File: src/rtl/or_arb_sched_pkg.sv
// Shared constants for the round-robin OR scheduler: output state encoding and op counter sizing.
// Latency: n/a (constants only).
// Backpressure: n/a.
package or_arb_pkg;

    // Result register occupancy: EMPTY means resp_valid low, FULL means a result is held.
    localparam logic ST_EMPTY = 1'b0;
    localparam logic ST_FULL  = 1'b1;

    // Completed-operation counter sizing; the counter sticks at its maximum rather than wrapping.
    localparam int              CNT_W   = 16;
    localparam logic [CNT_W-1:0] CNT_MAX = 16'hFFFF;

endpackage

File: src/rtl/or_arb_sched_rr_pick.sv
// Round-robin picker: first set request bit searching upward from last+1, wrapping modulo N.
// Latency: purely combinational.
// Backpressure: none; the caller decides whether the pick is used.
module rr_pick #(
    parameter int N   = 4,
    parameter int IDW = 2
) (
    input  logic [N-1:0]   req,
    input  logic [IDW-1:0] last,
    output logic [N-1:0]   grant,
    output logic [IDW-1:0] idx
);

    logic found;

    // Two passes: indices above last get priority, then wrap to indices at or below last.
    always_comb begin
        grant = '0;
        idx   = '0;
        found = 1'b0;
        for (int i = 0; i < N; i++) begin
            if (!found && req[i] && (i > int'(last))) begin
                found    = 1'b1;
                grant[i] = 1'b1;
                idx      = IDW'(i);
            end
        end
        for (int i = 0; i < N; i++) begin
            if (!found && req[i] && (i <= int'(last))) begin
                found    = 1'b1;
                grant[i] = 1'b1;
                idx      = IDW'(i);
            end
        end
    end

endmodule

File: src/rtl/or_arb_sched.sv
// Round-robin scheduler sharing one registered a|b datapath among N requesters; optional op counter (OR_ARB_CNT_EN).
// Latency: accept in cycle T gives resp_valid with data in T+1; one result per cycle when resp_ready stays high.
// Backpressure: while a result is held and resp_ready is low, all req_ready bits stay low and the result holds.
module or_arb_sched
    import or_arb_pkg::*;
#(
    parameter int N   = 4,
    parameter int W   = 8,
    parameter int IDW = 2
) (
    input  logic             clk,
    input  logic             rst,
    input  logic [N-1:0]     req_valid,
    input  logic [N*W-1:0]   req_a,
    input  logic [N*W-1:0]   req_b,
    output logic [N-1:0]     req_ready,
    output logic             resp_valid,
    output logic [W-1:0]     resp_data,
    output logic [IDW-1:0]   resp_id,
    input  logic             resp_ready
`ifdef OR_ARB_CNT_EN
    ,
    output logic [CNT_W-1:0] op_count
`endif
);

    logic           state_q;
    logic           state_d;
    logic [IDW-1:0] last_q;
    logic [W-1:0]   data_q;
    logic [IDW-1:0] id_q;
    logic [N-1:0]   pick_grant;
    logic [IDW-1:0] pick_idx;
    logic           can_accept;
    logic           accept;
    logic [W-1:0]   or_dat;

    rr_pick #(
        .N   (N),
        .IDW (IDW)
    ) u_pick (
        .req   (req_valid),
        .last  (last_q),
        .grant (pick_grant),
        .idx   (pick_idx)
    );

    // Grant only when the result slot is free or draining this cycle; never while in reset.
    always_comb begin
        can_accept = (state_q == ST_EMPTY) || resp_ready;
        req_ready  = (!rst && can_accept) ? pick_grant : '0;
        accept     = |req_ready;
    end

    // Next state: a new accept always refills; otherwise a completed response empties the slot.
    always_comb begin
        state_d = state_q;
        if (accept) begin
            state_d = ST_FULL;
        end else if ((state_q == ST_FULL) && resp_ready) begin
            state_d = ST_EMPTY;
        end
    end

    // Shared OR datapath, steered by the one-hot pick so operands never affect arbitration.
    always_comb begin
        or_dat = '0;
        for (int i = 0; i < N; i++) begin
            if (pick_grant[i]) begin
                or_dat = req_a[i*W +: W] | req_b[i*W +: W];
            end
        end
    end

    // Result register and arbitration pointer; both move only on an accepted handshake.
    always_ff @(posedge clk) begin
        if (rst) begin
            state_q <= ST_EMPTY;
            data_q  <= '0;
            id_q    <= '0;
            last_q  <= IDW'(N - 1);
        end else begin
            state_q <= state_d;
            if (accept) begin
                data_q <= or_dat;
                id_q   <= pick_idx;
                last_q <= pick_idx;
            end
        end
    end

    assign resp_valid = (state_q == ST_FULL);
    assign resp_data  = data_q;
    assign resp_id    = id_q;

`ifdef OR_ARB_CNT_EN
    logic [CNT_W-1:0] op_cnt_q;

    // Count completed response handshakes, sticking at the maximum.
    always_ff @(posedge clk) begin
        if (rst) begin
            op_cnt_q <= '0;
        end else if (resp_valid && resp_ready && (op_cnt_q != CNT_MAX)) begin
            op_cnt_q <= op_cnt_q + 1'b1;
        end
    end

    assign op_count = op_cnt_q;
`endif

endmodule

File: config.mk
export PLATFORM = sky130hd
export DESIGN_NAME = or_arb_sched
export DESIGN_NICKNAME = d
export VERILOG_FILES = /design/src/rtl/or_arb_sched_pkg.sv /design/src/rtl/or_arb_sched_rr_pick.sv /design/src/rtl/or_arb_sched.sv
export SDC_FILE = /design/constraint.sdc
export NUM_CORES = 1
export LEC_CHECK = 0
export CAP_MARGIN = 20
export CORE_MARGIN = 2
export CORE_UTILIZATION = 36
export CTS_CLUSTER_DIAMETER = 150
export CTS_CLUSTER_SIZE = 14
export DETAILED_ROUTE_END_ITERATION = 8
export PLACE_DENSITY = 0.95
export SLEW_MARGIN = 10
export SYNTH_ARGS = -nofsm -noshare
export SYNTH_HDL_FRONTEND = slang
export SYNTH_HIERARCHICAL = 1
export SYNTH_SLANG_ARGS = --single-unit
export TNS_END_PERCENT = 1
File: constraint.sdc
create_clock -name clk -period 3.17 [get_ports clk]
set_input_delay 0.634 -clock clk [delete_from_list [all_inputs] [get_ports clk]]
set_output_delay 0.634 -clock clk [all_outputs]
set_load 0.03 [all_outputs]
* Yosys cells after proc, flatten, opt, wreduce, memory -nomap -nowiden
Cells that the tools add are included.
** Word-level totals
- Register bits after elaboration :: 13
- Latch bits :: 0
- RAM bits :: 0
- Memory bits (read-only) :: 0
- Bits of input ports :: 71
- Output and inout port bits :: 15
- Logic and storage cells :: 65
- Memories :: 0
** Cells by class
- Add/subtract/negate cells :: 0
- Multiply operators :: 0
- Divide/modulo/power cells :: 0
- Magnitude comparators :: 6
- Eq/ne operators :: 0
- Shift-type cells :: 0
- Mux-type cells :: 26
- Bitwise operators :: 5
- Reductions and logical operators :: 24
** Operator list (number)
- 8-bit 2-to-1 mux :: 4
- 8-bit OR :: 4
- 1-bit 2-to-1 mux :: 15
- 1-bit logical AND :: 14
- 2-bit 2-to-1 mux :: 6
- 1-bit logical NOT :: 7
- 2-bit greater-than comparator, first input constant :: 2
- 2-bit less-or-equal comparator, first input constant :: 2
- 4-bit 2-to-1 mux :: 1
- 4-bit OR reduction :: 1
- 1-bit by 2-bit greater-than comparator with 1-bit output, first input constant :: 1
- 1-bit by 2-bit less-or-equal comparator with 1-bit output, first input constant :: 1
- 2-bit nonzero test :: 1
- 1-bit logical OR :: 1
- 1-bit inverter :: 1

* Longest topological paths before layout
- Depth in word-level cells :: 29
- Gate-level depth with buffers :: 9
- Gate-level depth less buffers :: 7

* Hierarchy
Netlist, hierarchy kept.
** By module, submodules not included
- or_arb_sched :: times used 1, cells each 116, area an instance 863.3 um2
- rr_pick :: times used 1, cells each 33, area an instance 226.5 um2

* Least setup slack after synthesis
OpenSTA, ideal clock, no wires.
- Path kind :: input -> output
- Start :: input port req_valid[1]
- End :: output port req_ready[3]
- Arrival :: 1.888 ns
- Data required time :: 2.536 ns
- Setup slack :: 0.648 ns
- Stages on the path :: 6
- Path buffers :: 2
- Cells stage by stage :: buf_6 > nor2_1 > o21bai_2 > a21boi_1 > clkbuf_1 > and2_1
** On the way
- Cells in the longest elaborated chain, start to end :: 26
- Elaborated cells between the ends (all ways) :: 27
- Those cells by class :: 9 x mux; 18 x reduce/logical
** Ends and longest elaborated chain
- start: declaration :: RTL line or_arb_sched.sv:13 : input logic [N-1:0] req_valid,
- 1-bit logical AND :: RTL line or_arb_sched_rr_pick.sv:22 : if (!found && req[i] && (i > int'(last))) begin
- 1-bit 2-to-1 mux :: RTL line or_arb_sched_rr_pick.sv:22
- 1-bit logical NOT :: RTL line or_arb_sched_rr_pick.sv:22
- 1-bit logical AND (2 in series) :: RTL line or_arb_sched_rr_pick.sv:22
- 1-bit 2-to-1 mux :: RTL line or_arb_sched_rr_pick.sv:22
- 1-bit logical NOT :: RTL line or_arb_sched_rr_pick.sv:22
- 1-bit logical AND (2 in series) :: RTL line or_arb_sched_rr_pick.sv:22
- 1-bit 2-to-1 mux :: RTL line or_arb_sched_rr_pick.sv:22
- [7 not listed]
- 1-bit logical NOT :: RTL line or_arb_sched_rr_pick.sv:29 : if (!found && req[i] && (i <= int'(last))) begin
- 1-bit logical AND (2 in series) :: RTL line or_arb_sched_rr_pick.sv:29
- 1-bit 2-to-1 mux :: RTL line or_arb_sched_rr_pick.sv:29
- 1-bit logical NOT :: RTL line or_arb_sched_rr_pick.sv:29
- 1-bit logical AND (2 in series) :: RTL line or_arb_sched_rr_pick.sv:29
- 1-bit 2-to-1 mux (*) :: RTL line or_arb_sched_rr_pick.sv:29
- named net pick_grant[3] :: RTL line or_arb_sched.sv:32 : logic [N-1:0] pick_grant;
- 4-bit 2-to-1 mux (*) :: RTL line or_arb_sched.sv:51 : req_ready = (!rst && can_accept) ? pick_grant : '0;
- end: declaration :: RTL line or_arb_sched.sv:16 : output logic [N-1:0] req_ready,
Mark *: on every way through the listed nets, which the timed path passes. The rest lies on a longest branch.

* Worst setup path after layout
- Start :: input port req_valid[3]
- End :: output port req_ready[1]
** On the way
- Cells in the longest elaborated chain, start to end :: 11
** Ends and longest elaborated chain (RTL line)
- 1-bit logical AND (*) (2 in series) :: or_arb_sched_rr_pick.sv:22
- 1-bit 2-to-1 mux (*) :: or_arb_sched_rr_pick.sv:22
- 1-bit logical NOT :: or_arb_sched_rr_pick.sv:29
- 1-bit logical AND :: or_arb_sched_rr_pick.sv:29
- 1-bit 2-to-1 mux (*) :: or_arb_sched_rr_pick.sv:29
- 1-bit logical NOT (*) :: or_arb_sched_rr_pick.sv:29
- 1-bit logical AND (*) (2 in series) :: or_arb_sched_rr_pick.sv:29
- 1-bit 2-to-1 mux (*) :: or_arb_sched_rr_pick.sv:29
- named net pick_grant[1] :: or_arb_sched.sv:32
- 4-bit 2-to-1 mux (*) :: or_arb_sched.sv:51
Marked as above.

==> impl_summary.log <==
INFO  metric outcome = complete, no violations
INFO  metric floorplan.core_area = 0.002805 sq mm
INFO  metric timing.critical_path.buf_inv = 2
INFO  metric place_ws = 199.3 ps
INFO  metric tightest_slew_margin_relative_to_the_limit = 66.14%
INFO  metric synth_top_cells_by_count = nor2_1, a21oi_1, nand2_1, dfxtp_1, o21ai_0
INFO  metric antenna_violations_before_repair = 0
INFO  metric tns = 0 ps
INFO  metric row_count = 19
INFO  metric post-layout-total-power = 711.4 uW
INFO  metric post_layout_nonfiller_instances = 269
INFO  metric placedCellCount = 265
INFO  metric cts_hold_buffers = 0
INFO  metric post_cts_resize_count = 0
INFO  metric cts.sinks = 13
INFO  metric cts_setup_buffers = 0
INFO  metric finalClockSkew = 1.513 ps
INFO  metric synthDominantCellAreaShare = 23.88%
INFO  metric syn-cell-area = 0.001090 sq mm
INFO  metric fraction_of_registers_with_async_set_reset = 0%
INFO  metric routabilityCongestion = 0.7658
INFO  metric clk_path_buf_depth = 2
INFO  metric synthesis.yosys.warnings = 6
INFO  metric top_level_ports = 86
INFO  metric drc = 0
INFO  metric leakagePower = 0.7699 nW
INFO  metric synth_area_per_cell = 7.314 sq um
INFO  metric worst_ep_arrival_time = 2340 ps
INFO  metric crit_path_max_fanout = 3
INFO  metric cp-end-kind = output pin
INFO  metric drt-wirelength-per-cell = 13.67 um
INFO  metric worst_path_dominant_cell_family = buffers and inverters
INFO  metric detail-route-antenna-nets = 0
INFO  metric routed-via-count = 1411
INFO  metric cts-buffers-inserted = 3
INFO  metric antennaDiodeCount = 0
INFO  metric syn2layout_area_growth = 83.70%
INFO  metric max_cap_viol_count = 0
INFO  metric synth.area.top_cells = dfxtp_1, o32ai_2, nor2_1
INFO  metric post_route_cells_drive_above_1_share = 10.50%
INFO  metric worst_hold_path_type = reg -> reg
INFO  metric ir_worst_vdd = 280.7 uV
INFO  metric clock_tree.root_cell = clkbuf_4
INFO  metric route.detailed.vias_per_inst = 5.245
INFO  metric critPathKind = in -> out
INFO  metric die_h = 59.02 um
INFO  metric start_util = 38.85%
INFO  metric ys_seq_area_share = 23.88%
INFO  metric worst_ep_required_time = 2540 ps
INFO  metric drtIter0Drc = 59
INFO  metric most_repeated_cell_in_the_gate_level_netlist_after_synthesis = nor2_1
INFO  metric tightest_slew = 506.9 ps
INFO  metric dominantRegCellSynth = dfxtp_1
INFO  metric fp.dieW = 59.02 um
INFO  metric maxSlewViolCount = 0
INFO  metric syn_nets = 220
INFO  metric part_of_the_power_in_the_clock_network = 13.6%
INFO  metric htreeDepth = 1
INFO  metric power.switching = 259.9 uW
INFO  metric cellInternalPower = 451.5 uW
INFO  metric netlist.top_cell.by_area = dfxtp_1
INFO  metric p_comb_share = 56.9%
INFO  metric ys_ff_latch = 13
INFO  metric setup_ws = 193.0 ps
INFO  metric post_synth_cell_types = 36
INFO  metric firstDrtPassIters = 4
INFO  metric clock_latency = 270 ps
INFO  metric globalRouteTotalUtil = 20.28%
INFO  metric first_global_vias = 1250
INFO  metric n_fill_cell = 214
INFO  metric setup-violations-final = 0
INFO  metric reg2reg_slack = 1010 ps
INFO  metric cts.clk_slew.worst_paths = 70 ps
INFO  metric grt_setup_unrepaired = no
INFO  metric hold_violations = 0
INFO  metric grt_max_degree = 15
INFO  metric nets = 310
INFO  metric power.share.sequential = 29.5%
INFO  metric place.port_buffers = 85
INFO  metric max_stage_delay = 670 ps
INFO  metric fmax = 0.3359 GHz
INFO  metric totalWireLength = 3676 um
INFO  metric synth_enable_flop_cells = 0
INFO  metric final_min_period_over_clock_period = 93.91%
INFO  metric detailed_place_hpwl = 3122 um
INFO  metric critPathSlowestCell = clkdlybuf4s50_1
INFO  metric min_period = 2977 ps
INFO  metric setup.worst_path.start_class = primary input
INFO  metric powerDensity = 355.4 mW/mm^2
INFO  metric cp_cell_sequence = clkdlybuf4s50_1 > o21a_1 > o22ai_1 > and2_1 > and2_1 > clkdlybuf4s50_1
INFO  metric grt_pass1_wl = 5382 um
INFO  metric gate_count_after_technology_mapping = 149
INFO  metric power_switching_share = 36.54%
INFO  metric tritoncts = yes
INFO  metric grt_remaining_overflow = 0
INFO  metric total_die_area = 0.003483 sq mm
[cells in the final DEF, fill, tap and decap left out, drive strengths merged, types with 2 or more instances in the layout]
cell	instances
o21ai	12
inv	9
nor2b	3
nor2	24
nor3b	7
o32ai	7
clkbuf	4
and2	5
a22oi	8
buf	12
nand2b	3
a21oi	15
clkdlybuf4s50	82
dfxtp	13
and2b	2
nand2	15
o21bai	2
a211oi	2
[worst reg2reg max path: stages (launching register included)]
cell      delay [ps]
dfxtp_1          500
and2b_1          180
o21bai_2          60
a21boi_1         360
nor4_2           120
or3_1            340
buf_4            200
o32ai_1          300
[stage by stage]
step	hold slack (ps)	util, %	instance area [sq um]
2_1_floorplan	431.2	-	1090
3_3_place_gp	443.2	70.43	1976
3_5_place_dp	450.6	70.43	1976
4_1_cts	461.2	71.36	2002
5_1_grt	479.4	71.36	2002
6_report	460.4	71.36	2002
[power by group through the flow]
stage / logic, mW / registers [mW] / clock network [mW]
final: 0.405 / 0.210 / 0.0970
after global routing: 0.432 / 0.213 / 0.112
after CTS: 0.406 / 0.209 / 0.102
after detailed placement: 0.404 / 0.213 / 0
after global placement: 0.396 / 0.212 / 0
after floorplan: 0.174 / 0.260 / 0
[final timing paths]
check / cells past startpoint / start / endpoint
setup reg to reg: 7 / last_q[0] / resp_data[1]
setup / recovery: 6 / req_valid[3] / req_ready[1]
hold reg to reg: 2 / resp_id[0] / resp_id[0]
hold / removal: 2 / resp_id[0] / resp_id[0]
[final cells by class]
cell class | count | area [sq um] | share of cell area, %
repair buffers | 94 | 910.9 | 45.50
multi-input cells | 118 | 732.0 | 36.56
flip-flops and latches | 13 | 260.3 | 13.00
well taps | 31 | 38.79 | 1.938
inverters | 9 | 33.78 | 1.688
clock buffers | 4 | 26.28 | 1.313
[sequential cells by signal, summed over array words and instances, names as in the netlist]
signal and flops:
last_q 2, resp_data 8, resp_valid 1, resp_id 2
[cells by family (layout without fill, tap and decap cells)]
group / after synthesis / count (layout) / share of synthesized area [%]
simple gates: 64 / 64 / 29.62
compound gates: 54 / 54 / 37.54
buf+inv: 18 / 107 / 8.955
flops: 13 / 13 / 23.88
[metal layers]
| layer | global-route usage (%) | vias to the layer above | share of wire [%] |
|---|---|---|---|
| met5 | 0 | - | 0 |
| met4 | 5.844 | 0 | 0.46 |
| met3 | 4.803 | 2 | 8.8 |
| met2 | 37.14 | 58 | 50 |
| met1 | 23.24 | 640 | 40 |
| li1 | - | 711 | - |
(Power assumes the default switching activity.)
